## config.mk

```make
export PLATFORM = sky130hd
export DESIGN_NAME = uart_rx_engine_flat
export DESIGN_NICKNAME = d
export VERILOG_FILES = /design/src/rtl/uart_rx_if.sv /design/src/rtl/uart_rx_engine.sv /design/src/flat_wrapper.sv
export SDC_FILE = /design/constraint.sdc
export NUM_CORES = 1
export LEC_CHECK = 0
export BUFFER_PORTS_ARGS = -buffer_cell sky130_fd_sc_hd__buf_2
export CORE_UTILIZATION = 52
export DETAILED_ROUTE_END_ITERATION = 10
export PLACE_DENSITY = 0.76
export RECOVER_POWER = 100
export SYNTH_ARGS = -nofsm -noshare
export SYNTH_HDL_FRONTEND = slang
export SYNTH_SLANG_ARGS = --single-unit
```

## constraint.sdc

```tcl
create_clock -name clk -period 2.1 [get_ports clk]
set_input_delay 0.105 -clock clk [delete_from_list [all_inputs] [get_ports clk]]
set_output_delay 0.105 -clock clk [all_outputs]
set_load 0.005 [all_outputs]
```

## src/rtl/uart_rx_if.sv

```systemverilog
// Receive-side delivery bundle between the UART RX engine and its consumer.
// The engine holds data/flags stable while data_valid_o is high until data_ready_i.
interface uart_rx_if #(
  parameter int DATA_W = 8
);
  logic [DATA_W-1:0] data_o;
  logic              data_valid_o;
  logic              data_ready_i;
  logic              parity_err_o;
  logic              frame_err_o;

  modport master (
    output data_o, data_valid_o, parity_err_o, frame_err_o,
    input  data_ready_i
  );

  modport slave (
    input  data_o, data_valid_o, parity_err_o, frame_err_o,
    output data_ready_i
  );
endinterface

```

## src/rtl/uart_rx_engine.sv

```systemverilog
// UART receive engine: oversampled start detect, 3-sample majority vote, runtime frame format.
// Optional break detection is compiled in when UART_RX_BREAK_DET_EN is defined.
module uart_rx_engine #(
  parameter int DATA_W = 8,
  parameter int OVS    = 16,
  parameter int DIV_W  = 16,
  parameter int LEN_W  = $clog2(DATA_W + 1)
) (
  input  logic             clk,
  input  logic             reset_n,
  input  logic             rx_en_i,
  input  logic             rx_i,
  input  logic [DIV_W-1:0] baud_div_i,
  input  logic [LEN_W-1:0] data_len_i,
  input  logic             parity_en_i,
  input  logic             parity_odd_i,
  input  logic             stop2_i,
  uart_rx_if.master        rx_if,
  output logic             overrun_o,
  output logic             break_o,
  output logic             busy_o
);

  typedef enum logic [2:0] {IDLE, SCAN, START, DATA, PARITY, STOP, DONE, WAIT_HIGH} state_t;

  localparam int SC_W = $clog2(OVS);
  localparam logic [SC_W-1:0] S_V0  = SC_W'(OVS/2 - 1);
  localparam logic [SC_W-1:0] S_V1  = SC_W'(OVS/2);
  localparam logic [SC_W-1:0] S_DEC = SC_W'(OVS/2 + 1);
  localparam logic [SC_W-1:0] S_END = SC_W'(OVS - 1);

  function automatic logic [LEN_W-1:0] sat_len(input logic [LEN_W-1:0] len);
    if (len < LEN_W'(5) || len > LEN_W'(DATA_W)) return LEN_W'(DATA_W);
    return len;
  endfunction

  function automatic logic vote3(input logic a, input logic b, input logic c);
    return (a & b) | (a & c) | (b & c);
  endfunction

  state_t            state_q, state_n;
  logic              rx_meta_p0, rxs_p1, rxs_prev_p2;
  logic [DIV_W-1:0]  tick_cnt;
  logic [SC_W-1:0]   samp_cnt;
  logic [LEN_W-1:0]  bit_cnt;
  logic [LEN_W-1:0]  len_q;
  logic              par_en_q, par_odd_q, stop2_q;
  logic              v0_q, v1_q;
  logic [DATA_W-1:0] shreg;
  logic              perr_q, ferr_q;
  logic              tick, dec, bit_end, maj, fall, start_det, last_data, last_stop, brk;

  // Stage p0/p1: two-flop synchroniser; p2 keeps the previous synchronised level
  always_ff @(posedge clk) begin
    if (!reset_n) begin
      rx_meta_p0  <= 1'b1;
      rxs_p1      <= 1'b1;
      rxs_prev_p2 <= 1'b1;
    end else begin
      rx_meta_p0  <= rx_i;
      rxs_p1      <= rx_meta_p0;
      rxs_prev_p2 <= rxs_p1;
    end
  end

  assign fall      = rxs_prev_p2 & ~rxs_p1;
  assign start_det = (state_q == SCAN) && fall;
  assign tick      = (tick_cnt == '0);
  assign dec       = tick && (samp_cnt == S_DEC);
  assign bit_end   = tick && (samp_cnt == S_END);
  assign maj       = vote3(v0_q, v1_q, rxs_p1);
  assign last_data = (bit_cnt == len_q - LEN_W'(1));
  assign last_stop = !stop2_q || bit_cnt[0];
  assign busy_o    = !((state_q == IDLE) || (state_q == SCAN));

  // Counters restart on start detect so tick 0 lands right after the edge
  always_ff @(posedge clk) begin
    if (!reset_n) begin
      tick_cnt <= '0;
      samp_cnt <= '0;
    end else if (start_det) begin
      tick_cnt <= '0;
      samp_cnt <= '0;
    end else begin
      tick_cnt <= tick ? baud_div_i : tick_cnt - DIV_W'(1);
      if (tick) samp_cnt <= (samp_cnt == S_END) ? '0 : samp_cnt + SC_W'(1);
    end
  end

  always_ff @(posedge clk) begin
    if (!reset_n) state_q <= IDLE;
    else          state_q <= state_n;
  end

  always_comb begin
    state_n = state_q;
    unique case (state_q)
      IDLE:      if (rx_en_i) state_n = SCAN;
      SCAN:      if (fall) state_n = START;
      START: begin
        if (dec && maj)   state_n = SCAN;
        else if (bit_end) state_n = DATA;
      end
      DATA:      if (bit_end && last_data) state_n = par_en_q ? PARITY : STOP;
      PARITY:    if (bit_end) state_n = STOP;
      STOP:      if (dec && last_stop) state_n = DONE;
      DONE:      state_n = (brk || !rxs_p1) ? WAIT_HIGH : SCAN;
      WAIT_HIGH: if (rxs_p1) state_n = SCAN;
      default:   state_n = IDLE;
    endcase
    if (!rx_en_i && state_q != DONE) state_n = IDLE;
  end

  // Frame assembly and delivery; flags accumulate per frame and load at DONE
  always_ff @(posedge clk) begin
    if (!reset_n) begin
      rx_if.data_o       <= '0;
      rx_if.data_valid_o <= 1'b0;
      rx_if.parity_err_o <= 1'b0;
      rx_if.frame_err_o  <= 1'b0;
      overrun_o          <= 1'b0;
      break_o            <= 1'b0;
      bit_cnt            <= '0;
      perr_q             <= 1'b0;
      ferr_q             <= 1'b0;
    end else begin
      overrun_o <= 1'b0;
      break_o   <= 1'b0;
      if (rx_if.data_valid_o && rx_if.data_ready_i) rx_if.data_valid_o <= 1'b0;
      if (start_det) begin
        len_q     <= sat_len(data_len_i);
        par_en_q  <= parity_en_i;
        par_odd_q <= parity_odd_i;
        stop2_q   <= stop2_i;
        bit_cnt   <= '0;
        shreg     <= '0;
        perr_q    <= 1'b0;
        ferr_q    <= 1'b0;
      end
      if (tick && samp_cnt == S_V0) v0_q <= rxs_p1;
      if (tick && samp_cnt == S_V1) v1_q <= rxs_p1;
      unique case (state_q)
        DATA: begin
          if (dec)
            for (int i = 0; i < DATA_W; i++)
              if (LEN_W'(i) == bit_cnt) shreg[i] <= maj;
          if (bit_end) bit_cnt <= last_data ? '0 : bit_cnt + LEN_W'(1);
        end
        PARITY: if (dec) perr_q <= maj ^ (^shreg) ^ par_odd_q;
        STOP: begin
          if (dec && !maj) ferr_q <= 1'b1;
          if (bit_end)     bit_cnt <= bit_cnt + LEN_W'(1);
        end
        DONE: begin
          if (brk) begin
            break_o <= 1'b1;
          end else if (!rx_if.data_valid_o || rx_if.data_ready_i) begin
            rx_if.data_o       <= shreg;
            rx_if.parity_err_o <= perr_q;
            rx_if.frame_err_o  <= ferr_q;
            rx_if.data_valid_o <= 1'b1;
          end else begin
            overrun_o <= 1'b1;
          end
        end
        default: ;
      endcase
    end
  end

`ifdef UART_RX_BREAK_DET_EN
  logic all_zero_q;

  // Cleared by any 1 voted in data, parity or the first stop bit
  always_ff @(posedge clk) begin
    if (!reset_n)  all_zero_q <= 1'b0;
    else if (start_det) all_zero_q <= 1'b1;
    else if (dec && maj && (state_q == DATA || state_q == PARITY ||
                            (state_q == STOP && bit_cnt == '0)))
      all_zero_q <= 1'b0;
  end

  assign brk = all_zero_q;
`else
  assign brk = 1'b0;
`endif

endmodule

```

## src/flat_wrapper.sv

```systemverilog
// flat-port wrapper written by rule: the top's interface ports become plain ports
module uart_rx_engine_flat 
#(
  parameter int DATA_W = 8,
  parameter int OVS    = 16,
  parameter int DIV_W  = 16,
  parameter int LEN_W  = $clog2(DATA_W + 1)
)
  (clk, reset_n, rx_en_i, rx_i, baud_div_i, data_len_i, parity_en_i, parity_odd_i, stop2_i, overrun_o, break_o, busy_o, rx_if_data_o, rx_if_data_valid_o, rx_if_parity_err_o, rx_if_frame_err_o, rx_if_data_ready_i);
  uart_rx_if #(.DATA_W(DATA_W)) rx_if_i ();
  input  logic clk;
  input  logic reset_n;
  input  logic rx_en_i;
  input  logic rx_i;
  input  logic [DIV_W-1:0] baud_div_i;
  input  logic [LEN_W-1:0] data_len_i;
  input  logic parity_en_i;
  input  logic parity_odd_i;
  input  logic stop2_i;
  output logic overrun_o;
  output logic break_o;
  output logic busy_o;
  output wire logic [$bits(rx_if_i.data_o)-1:0] rx_if_data_o;
  output wire logic [$bits(rx_if_i.data_valid_o)-1:0] rx_if_data_valid_o;
  output wire logic [$bits(rx_if_i.parity_err_o)-1:0] rx_if_parity_err_o;
  output wire logic [$bits(rx_if_i.frame_err_o)-1:0] rx_if_frame_err_o;
  input wire logic [$bits(rx_if_i.data_ready_i)-1:0] rx_if_data_ready_i;
  assign rx_if_data_o = rx_if_i.data_o;
  assign rx_if_data_valid_o = rx_if_i.data_valid_o;
  assign rx_if_parity_err_o = rx_if_i.parity_err_o;
  assign rx_if_frame_err_o = rx_if_i.frame_err_o;
  assign rx_if_i.data_ready_i = rx_if_data_ready_i;
  uart_rx_engine #(.DATA_W(DATA_W), .OVS(OVS), .DIV_W(DIV_W), .LEN_W(LEN_W)) u_core (.clk(clk), .reset_n(reset_n), .rx_en_i(rx_en_i), .rx_i(rx_i), .baud_div_i(baud_div_i), .data_len_i(data_len_i), .parity_en_i(parity_en_i), .parity_odd_i(parity_odd_i), .stop2_i(stop2_i), .rx_if(rx_if_i), .overrun_o(overrun_o), .break_o(break_o), .busy_o(busy_o));
endmodule
```

==> flow_results.xml, run 1 <==
<?xml version="1.0" encoding="UTF-8"?>
<metrics>
  <group name="status">
    <metric name="run_status" unit="">finished, final reports clean</metric>
  </group>
  <group name="placed_design">
    <metric name="postPlaceCellArea" unit="um2">3510</metric>
    <metric name="gp_congestion" unit="">0.9051</metric>
    <metric name="io_buffer_count" unit="">40</metric>
    <metric name="detailedPlacementHpwl" unit="um">4679</metric>
    <metric name="post_place_worst_slack" unit="ns">0.04660</metric>
  </group>
  <group name="clocking">
    <metric name="clock_tree.root_cell" unit="">sky130_fd_sc_hd__clkbuf_8</metric>
    <metric name="cts.sink_count" unit="">61</metric>
    <metric name="cts_buffers" unit="">9</metric>
    <metric name="cts_max_path_buffers" unit="">2</metric>
    <metric name="clock_tree.htree_level_count" unit="">3</metric>
    <metric name="clock_latency" unit="ns">0.35</metric>
    <metric name="tritoncts_clock_tree" unit="">built</metric>
    <metric name="path_clk_slew" unit="ns">0.07</metric>
  </group>
  <group name="die">
    <metric name="floorplan.die_area" unit="um2">6364</metric>
    <metric name="number_of_cell_rows" unit="">27</metric>
    <metric name="placeableCoreArea" unit="um2">5675</metric>
    <metric name="horizontal_die_dimension" unit="um">79.78</metric>
    <metric name="initial_core_util" unit="%">55.42</metric>
    <metric name="num_io_pins" unit="">42</metric>
    <metric name="die_height" unit="um">79.78</metric>
  </group>
  <group name="timing">
    <metric name="worst_slew_pin_slew" unit="ns">0.9958</metric>
    <metric name="hold_violations" unit="">0</metric>
    <metric name="max_freq" unit="MHz">484.8</metric>
    <metric name="min_period_over_period" unit="%">98.22</metric>
    <metric name="fin_ws" unit="ns">0.03733</metric>
    <metric name="timing.final.setup_violations" unit="">0</metric>
    <metric name="timing_max_transition_violations_final" unit="">0</metric>
    <metric name="fin_crit" unit="ns">2.063</metric>
    <metric name="grt_setup_unrepaired" unit="">true</metric>
    <metric name="fin_skew" unit="ns">0.008240</metric>
    <metric name="max_slew_margin" unit="%">32.91</metric>
    <metric name="setup_tns_final" unit="ns">0</metric>
  </group>
  <group name="worst_hold_path">
    <metric name="count_of_cells_along_the_worst_hold_path" unit="">3</metric>
    <metric name="min-delay-start" unit="">baud_div_i[0]</metric>
    <metric name="worstHoldPathType" unit="">in -&gt; reg</metric>
    <metric name="hold-path-endpoint" unit="">u_core.tick_cnt[0]$_SDFF_PP0_</metric>
  </group>
  <group name="worst_setup_path">
    <metric name="ordered_cell_list_for_the_critical_path" unit="">or3_4, or2_4, nor3_4, a21oi_2, or4_1, a21oi_1</metric>
    <metric name="worstPathArrival" unit="ns">2.34</metric>
    <metric name="timing_worst_setup_path_type" unit="">reg -&gt; reg</metric>
    <metric name="crit_fanout" unit="">4</metric>
    <metric name="timing.critical_path.slowest_stage_cell" unit="">sky130_fd_sc_hd__or4_1</metric>
    <metric name="worstReg2RegEnd" unit="">u_core.state_q[2]$_SDFFE_PP0P_</metric>
    <metric name="startpoint_type" unit="">flop</metric>
    <metric name="worst_path_dominant_cell_family" unit="">simple AND/OR/NAND/NOR gates</metric>
    <metric name="timing.critical_path.to_type" unit="">flop</metric>
    <metric name="reg2reg_depth" unit="">6</metric>
    <metric name="regToRegStartpoint" unit="">u_core.tick_cnt[13]$_SDFF_PP0_</metric>
    <metric name="timing.reg2reg.setup_slack" unit="ns">0.04</metric>
    <metric name="cp_data_required_time" unit="ns">2.38</metric>
    <metric name="crit_path_max_incr_delay" unit="ns">0.53</metric>
    <metric name="critPathBufInv" unit="">0</metric>
  </group>
  <group name="synth">
    <metric name="async_reset_ff_share" unit="%">0</metric>
    <metric name="synthDistinctLibCells" unit="">56</metric>
    <metric name="warnings_synthesis" unit="">0</metric>
    <metric name="synth_enable_flop_cells" unit="">17</metric>
    <metric name="yosysSeqAreaShare" unit="%">44.23</metric>
    <metric name="ys_top_cells_by_area" unit="">sky130_fd_sc_hd__dfxtp_1 (28%), sky130_fd_sc_hd__edfxtp_1 (16%), sky130_fd_sc_hd__mux2i_1 (6.7%), sky130_fd_sc_hd__xnor2_1 (6.1%), sky130_fd_sc_hd__nor2_1 (5.6%)</metric>
    <metric name="post_synth.cell_area_avg" unit="um2">9.334</metric>
    <metric name="syn-cell-area" unit="um2">3146</metric>
    <metric name="synth-seq-cells" unit="">61</metric>
    <metric name="synth_top_area_cell" unit="">sky130_fd_sc_hd__dfxtp_1</metric>
    <metric name="synthesis.nets" unit="">374</metric>
    <metric name="yosysTopAreaCellShare" unit="%">28.00</metric>
    <metric name="synth_top_flop_cell" unit="">sky130_fd_sc_hd__dfxtp_1</metric>
    <metric name="postSynthCellCount" unit="">337</metric>
  </group>
  <group name="route">
    <metric name="routed_wl" unit="um">6405</metric>
    <metric name="detailed_route_wire_length_per_cell" unit="um">13.51</metric>
    <metric name="drt-vias-per-instance" unit="">5.363</metric>
    <metric name="post-route-drc-count" unit="">0</metric>
    <metric name="pre_antenna_drt_iters" unit="">5</metric>
    <metric name="final_antenna_net_count" unit="">0</metric>
    <metric name="detail_route.iter0.violations" unit="">106</metric>
    <metric name="detailroute.via_count" unit="">2542</metric>
  </group>
  <group name="grt">
    <metric name="gr-usage-all-layers" unit="%">22.50</metric>
    <metric name="grt_first_pass_wirelength" unit="um">10720</metric>
    <metric name="antenna_found_initial" unit="">0</metric>
    <metric name="pin_count_of_the_biggest_net_entering_global_routing" unit="">20</metric>
    <metric name="grt.overflow.total" unit="">0</metric>
    <metric name="number_of_global_route_vias_before_repair" unit="">2389</metric>
  </group>
  <group name="pwr">
    <metric name="power_per_cell_area" unit="nW/um2">932.4</metric>
    <metric name="cell_leakage_power" unit="uW">0.001520</metric>
    <metric name="peakVddDrop" unit="mV">0.4584</metric>
  </group>
  <group name="finish">
    <metric name="areaGrowthSynthToFinish" unit="%">19.85</metric>
    <metric name="design.final.nets" unit="">434</metric>
    <metric name="share_of_layout_cells_above_drive_strength_1" unit="%">20.40</metric>
    <metric name="antenna_cells_inserted" unit="">0</metric>
    <metric name="final_area" unit="um2">3770</metric>
    <metric name="num-fill-cells" unit="">439</metric>
  </group>
  <group name="flow_run">
    <metric name="max_cap_violations" unit="">0</metric>
  </group>
</metrics>
cells in the mapped netlist (9+ instances only):
library cell               instances
sky130_fd_sc_hd__edfxtp_1         17
sky130_fd_sc_hd__nor3_1           14
sky130_fd_sc_hd__clkbuf_1         11
sky130_fd_sc_hd__nand2_1          31
sky130_fd_sc_hd__xnor2_1          22
sky130_fd_sc_hd__a21oi_1           9
sky130_fd_sc_hd__mux2i_1          21
sky130_fd_sc_hd__inv_1            13
sky130_fd_sc_hd__nand3_1          11
sky130_fd_sc_hd__ha_1              9
sky130_fd_sc_hd__nor2_1           47
sky130_fd_sc_hd__dfxtp_1          44
worst reg2reg max path: stages, from the launching register on:
cell and delay, ns:
sky130_fd_sc_hd__dfxtp_1 0.34, sky130_fd_sc_hd__or3_4 0.40, sky130_fd_sc_hd__or2_4 0.27, sky130_fd_sc_hd__nor3_4 0.22, sky130_fd_sc_hd__a21oi_2 0.09, sky130_fd_sc_hd__or4_1 0.53, sky130_fd_sc_hd__a21oi_1 0.14
cell families after synthesis:
logic type	after synthesis	share of synthesized area [%]
simple gates	148	24.94
flops	61	44.23
compound gates	43	9.388
xor+xnor	28	7.796
buf+inv	26	3.262
mux	21	6.683
fa+ha+maj	9	3.580
other cells	1	0.1192
cell usage in the layout, fill, tap and decap left out, types with 5 or more instances in the layout:
master	netlist	layout
sky130_fd_sc_hd__a211oi_1	8	8
sky130_fd_sc_hd__nor2_1	47	47
sky130_fd_sc_hd__nor2b_1	7	7
sky130_fd_sc_hd__nand2b_1	5	5
sky130_fd_sc_hd__inv_1	13	13
sky130_fd_sc_hd__nand3_1	11	11
sky130_fd_sc_hd__nor3_1	14	13
sky130_fd_sc_hd__xor2_1	6	6
sky130_fd_sc_hd__dfxtp_1	44	44
sky130_fd_sc_hd__mux2i_1	21	21
sky130_fd_sc_hd__clkbuf_8	0	9
sky130_fd_sc_hd__buf_4	1	11
sky130_fd_sc_hd__clkbuf_1	11	5
sky130_fd_sc_hd__ha_1	9	9
sky130_fd_sc_hd__buf_2	1	37
sky130_fd_sc_hd__a21oi_1	9	8
sky130_fd_sc_hd__edfxtp_1	17	17
sky130_fd_sc_hd__xnor2_1	22	22
sky130_fd_sc_hd__o21ai_0	5	5
sky130_fd_sc_hd__nand2_1	31	31
sky130_fd_sc_hd__and3_1	5	5
layout make-up:
| class | count | area [um2] | share of cell area (%) |
|---|---|---|---|
| clock buffers | 10 | 127.6 | 3.385 |
| well taps | 72 | 90.09 | 2.390 |
| clock inverters | 6 | 77.57 | 2.058 |
| flip-flops and latches | 61 | 1391 | 36.91 |
| repair buffers | 62 | 361.6 | 9.592 |
| multi-input cells | 250 | 1673 | 44.37 |
| inverters | 13 | 48.80 | 1.294 |
stage by stage:
step | utilization [%] | power, uW | hold slack (ns) | std cells
2_1_floorplan | - | 2183 | 0.2039 | 337
3_3_place_gp | 61.84 | 2380 | 0.2838 | 453
3_5_place_dp | 61.84 | 2404 | 0.2840 | 453
4_1_cts | 66.16 | 3523 | 0.01478 | 473
5_1_grt | 66.42 | 3698 | 0.02886 | 474
6_report | 66.42 | 3515 | 0.02860 | 474
metal layers:
layer,vias to the layer above,GRT usage (%),wire length [um]
li1,1290,-,-
met1,1174,28.41,3057
met2,61,34.27,2864
met3,17,5.600,290
met4,0,14.11,192
met5,-,0,0
power by group:
part	internal, uW	leakage, uW	switching, uW	total [uW]
clock	656	0.000105	456	1110
combinational	449	0.000898	488	937
sequential	1330	0.000518	136	1470
state kept, by name, indices dropped and copies added, names as in the netlist, 3 cells and up:
name and flops:
u_core.rx_if.data_o 8, u_core.len_q 4, u_core.shreg 8, u_core.samp_cnt 4, u_core.tick_cnt 16, u_core.state_q 3
u_core.bit_cnt 4
how the worst max path moves through the flow:
stage / start / to / cells past startpoint / slack (ns)
5_1_grt: u_core.len_q[0]$_SDFFCE_PP0P_ / u_core.state_q[2]$_SDFFE_PP0P_ / 7 / -0.02
3_5_place_dp: u_core.len_q[0]$_SDFFCE_PP0P_ / u_core.state_q[2]$_SDFFE_PP0P_ / 7 / 0.05
2_1_floorplan: u_core.tick_cnt[11]$_SDFF_PP0_ / u_core.state_q[2]$_SDFFE_PP0P_ / 6 / 0.004
4_1_cts: u_core.len_q[0]$_SDFFCE_PP0P_ / u_core.state_q[2]$_SDFFE_PP0P_ / 7 / 0.02
3_3_place_gp: u_core.tick_cnt[13]$_SDFF_PP0_ / u_core.state_q[2]$_SDFFE_PP0P_ / 6 / 0.13
6_report: u_core.tick_cnt[13]$_SDFF_PP0_ / u_core.state_q[2]$_SDFFE_PP0P_ / 6 / 0.04
what timing repair did:
item / CTS / global route
setup endpoints to repair: 0 / 13
gates resized for setup: 0 / 5
hold endpoints to repair: 4 / 0
setup buffers: 0 / 1
hold buffers: 4 / 0
Power figures use the tool's default switching activity.
==> run 2: changes to the inputs <==
PLACE_DENSITY = 0.88   (was 0.76)
REMOVE_ABC_BUFFERS = 1   (was default)
==> run 2 against run 1 <==
Effect of this change:
- fmax fell by 0.22%
- die area is the same
- worst hold slack worse by 0.0018 ns
- cell area up 1.1%
- first-iteration DRC count rose by 53%
- non-clock buffer count is 1 higher
- wire length increased by 5.3%
- clock power grew 15%
- clock-buffer cell count down 1
- worst setup slack worse by 0.0046 ns
==> flow_results.xml, run 2 (synthesis gave the netlist of run 1 again) <==
<?xml version="1.0" encoding="UTF-8"?>
<metrics>
  <group name="pwr">
    <metric name="clock_power_share" unit="%">34.2</metric>
    <metric name="p_comb_share" unit="%">26.9</metric>
    <metric name="switching_share" unit="%">30.43</metric>
    <metric name="power.total" unit="uW">3756</metric>
    <metric name="peakVddDrop" unit="mV">0.9196</metric>
    <metric name="share_seq_of_total_power" unit="%">38.9</metric>
    <metric name="power_per_cell_area" unit="nW/um2">985.8</metric>
    <metric name="switching_power" unit="uW">1143</metric>
    <metric name="power_report.internal_total" unit="uW">2613</metric>
    <metric name="cell_leakage_power" unit="uW">0.001536</metric>
  </group>
  <group name="worst_setup_path">
    <metric name="timing.critical_path.to_type" unit="">flop</metric>
    <metric name="cp_data_required_time" unit="ns">2.36</metric>
    <metric name="startpoint_type" unit="">flop</metric>
    <metric name="timing_worst_setup_path_type" unit="">reg -&gt; reg</metric>
    <metric name="crit_fanout" unit="">5</metric>
    <metric name="crit_path_start" unit="">u_core.tick_cnt[13]$_SDFF_PP0_</metric>
    <metric name="worstPathArrival" unit="ns">2.33</metric>
    <metric name="timing.reg2reg.setup_slack" unit="ns">0.03</metric>
    <metric name="regToRegStartpoint" unit="">u_core.tick_cnt[13]$_SDFF_PP0_</metric>
  </group>
  <group name="clocking">
    <metric name="cts_max_path_buffers" unit="">2</metric>
    <metric name="cts_buffers" unit="">9</metric>
    <metric name="path_clk_slew" unit="ns">0.07</metric>
    <metric name="clock_tree.root_cell" unit="">sky130_fd_sc_hd__clkbuf_8</metric>
    <metric name="clock_latency" unit="ns">0.35</metric>
    <metric name="clock_tree.htree_level_count" unit="">3</metric>
    <metric name="tritoncts_clock_tree" unit="">built</metric>
    <metric name="cts.sink_count" unit="">61</metric>
  </group>
  <group name="timing">
    <metric name="timing_max_transition_violations_final" unit="">0</metric>
    <metric name="fin_ws" unit="ns">0.03273</metric>
    <metric name="hold_violations" unit="">0</metric>
    <metric name="worst_slew_pin_slew" unit="ns">0.6527</metric>
    <metric name="fin_skew" unit="ns">0.006190</metric>
    <metric name="max_freq" unit="MHz">483.7</metric>
    <metric name="timing.final.setup_violations" unit="">0</metric>
    <metric name="min_period_over_period" unit="%">98.44</metric>
    <metric name="max_slew_margin" unit="%">56.44</metric>
    <metric name="fin_crit" unit="ns">2.067</metric>
  </group>
  <group name="route">
    <metric name="detailed_route_wire_length_per_cell" unit="um">14.19</metric>
    <metric name="routed_wl" unit="um">6742</metric>
    <metric name="detailroute.via_count" unit="">2635</metric>
    <metric name="pre_antenna_drt_iters" unit="">4</metric>
    <metric name="drt-vias-per-instance" unit="">5.547</metric>
    <metric name="final_antenna_net_count" unit="">0</metric>
    <metric name="post-route-drc-count" unit="">0</metric>
    <metric name="detail_route.iter0.violations" unit="">162</metric>
  </group>
  <group name="finish">
    <metric name="num-fill-cells" unit="">451</metric>
    <metric name="antenna_cells_inserted" unit="">0</metric>
    <metric name="areaGrowthSynthToFinish" unit="%">21.12</metric>
    <metric name="share_of_layout_cells_above_drive_strength_1" unit="%">21.34</metric>
    <metric name="largest-register" unit="">u_core.tick_cnt</metric>
    <metric name="layout_top_registers" unit="">u_core.tick_cnt (16), u_core.rx_if.data_o (8), u_core.shreg (8)</metric>
    <metric name="layout_commonest_cell" unit="">sky130_fd_sc_hd__nor2_1</metric>
    <metric name="number_of_flip_flops_in_the_largest_register" unit="">16</metric>
    <metric name="most-common-layout-cells" unit="">sky130_fd_sc_hd__nor2_1 (47), sky130_fd_sc_hd__dfxtp_1 (42), sky130_fd_sc_hd__buf_2 (37)</metric>
    <metric name="design.final.nets" unit="">435</metric>
    <metric name="final-instance-count-excl-fill" unit="">475</metric>
  </group>
  <group name="die">
    <metric name="die_height" unit="um">79.78</metric>
    <metric name="num_io_pins" unit="">42</metric>
    <metric name="initial_core_util" unit="%">55.42</metric>
    <metric name="number_of_cell_rows" unit="">27</metric>
    <metric name="floorplan.die_area" unit="um2">6364</metric>
    <metric name="placeableCoreArea" unit="um2">5675</metric>
    <metric name="horizontal_die_dimension" unit="um">79.78</metric>
  </group>
  <group name="status">
    <metric name="run_status" unit="">finished, final reports clean</metric>
  </group>
  <group name="grt">
    <metric name="gr-usage-all-layers" unit="%">23.07</metric>
    <metric name="pin_count_of_the_biggest_net_entering_global_routing" unit="">21</metric>
    <metric name="antenna_found_initial" unit="">0</metric>
    <metric name="grt.overflow.total" unit="">0</metric>
    <metric name="grt_first_pass_wirelength" unit="um">11210</metric>
    <metric name="number_of_global_route_vias_before_repair" unit="">2578</metric>
  </group>
  <group name="placed_design">
    <metric name="detailedPlacementHpwl" unit="um">4703</metric>
    <metric name="io_buffer_count" unit="">40</metric>
    <metric name="gp_congestion" unit="">0.9276</metric>
    <metric name="post_place_worst_slack" unit="ns">0.03192</metric>
    <metric name="placed_cells_incl_taps" unit="">453</metric>
  </group>
  <group name="worst_hold_path">
    <metric name="worstHoldPathType" unit="">in -&gt; reg</metric>
    <metric name="min-delay-start" unit="">baud_div_i[6]</metric>
  </group>
  <group name="flow_run">
    <metric name="max_cap_violations" unit="">0</metric>
  </group>
</metrics>
run 2: cell types whose count changed in the layout (fill, tap and decap cells not counted), sizes merged:
cell / previous run / this run
buf: 49 / 53
bufinv: 2 / 3
clkbuf: 19 / 15
clkinv: 4 / 3
clkinvlp: 0 / 1
run 2: final cells by class:
cell class | instances | area (um2) | share of cell area, %
Inverter | 13 | 48.80 | 1.281
Multi-Input combinational cell | 250 | 1664 | 43.68
Timing Repair Buffer | 63 | 365.4 | 9.589
Clock inverter | 7 | 123.9 | 3.251
Clock buffer | 9 | 123.9 | 3.251
Tap cell | 72 | 90.09 | 2.365
Sequential cell | 61 | 1394 | 36.58
run 2: path summary, 6_finish.rpt:
kind | end | cells after the start
max | u_core.state_q[1]$_SDFFE_PP0P_ | 7
min | u_core.tick_cnt[6]$_SDFF_PP0_ | 3
max reg2reg | u_core.state_q[1]$_SDFFE_PP0P_ | 7
min reg2reg | u_core.rxs_p1$_SDFF_PN1_ | 1
run 2: power by group through the flow:
stage	registers, uW	clock network, uW	logic (uW)
after floorplan	1460	0	712
after global placement	1470	0	925
after detailed placement	1480	0	957
after CTS	1460	1300	980
after global routing	1480	1340	1130
final	1460	1280	1010
run 2: routing by layer:
layer	track usage (%)	up-vias	part of all wire, %
li1	-	1295	-
met1	25.68	1234	41
met2	40.09	91	50
met3	7.429	15	5.9
met4	10.00	0	2.2
met5	0	-	0
run 2: metrics by stage:
| step | TNS, ns | hold WS, ns | area [um2] | util [%] |
|---|---|---|---|---|
| after global routing | -0.06626 | 0.02864 | 3810 | 67.13 |
| after floorplan | 0 | 0.1780 | 3092 | - |
| after detailed placement | 0 | 0.2861 | 3510 | 61.84 |
| after global placement | 0 | 0.2860 | 3510 | 61.84 |
| after CTS | 0 | 0.01458 | 3797 | 66.91 |
| final | 0 | 0.02683 | 3810 | 67.13 |
run 2: critical path, cell delays in order (launching register included):
cell and delay (ns):
sky130_fd_sc_hd__dfxtp_1 0.34, sky130_fd_sc_hd__or3_4 0.40, sky130_fd_sc_hd__or2_4 0.26, sky130_fd_sc_hd__nor3_2 0.18, sky130_fd_sc_hd__o21ai_1 0.11, sky130_fd_sc_hd__clkbuf_2 0.16
sky130_fd_sc_hd__or3_1 0.33, sky130_fd_sc_hd__a31oi_1 0.20
run 2: what timing repair did:
| item | in CTS | in global routing |
|---|---|---|
| endpoints found under the setup margin | 0 | 5 |
| gates resized for setup | 0 | 5 |
| hold buffers | 4 | 0 |
| endpoints found under the hold margin | 4 | 0 |
| buffers inserted | 0 | 2 |
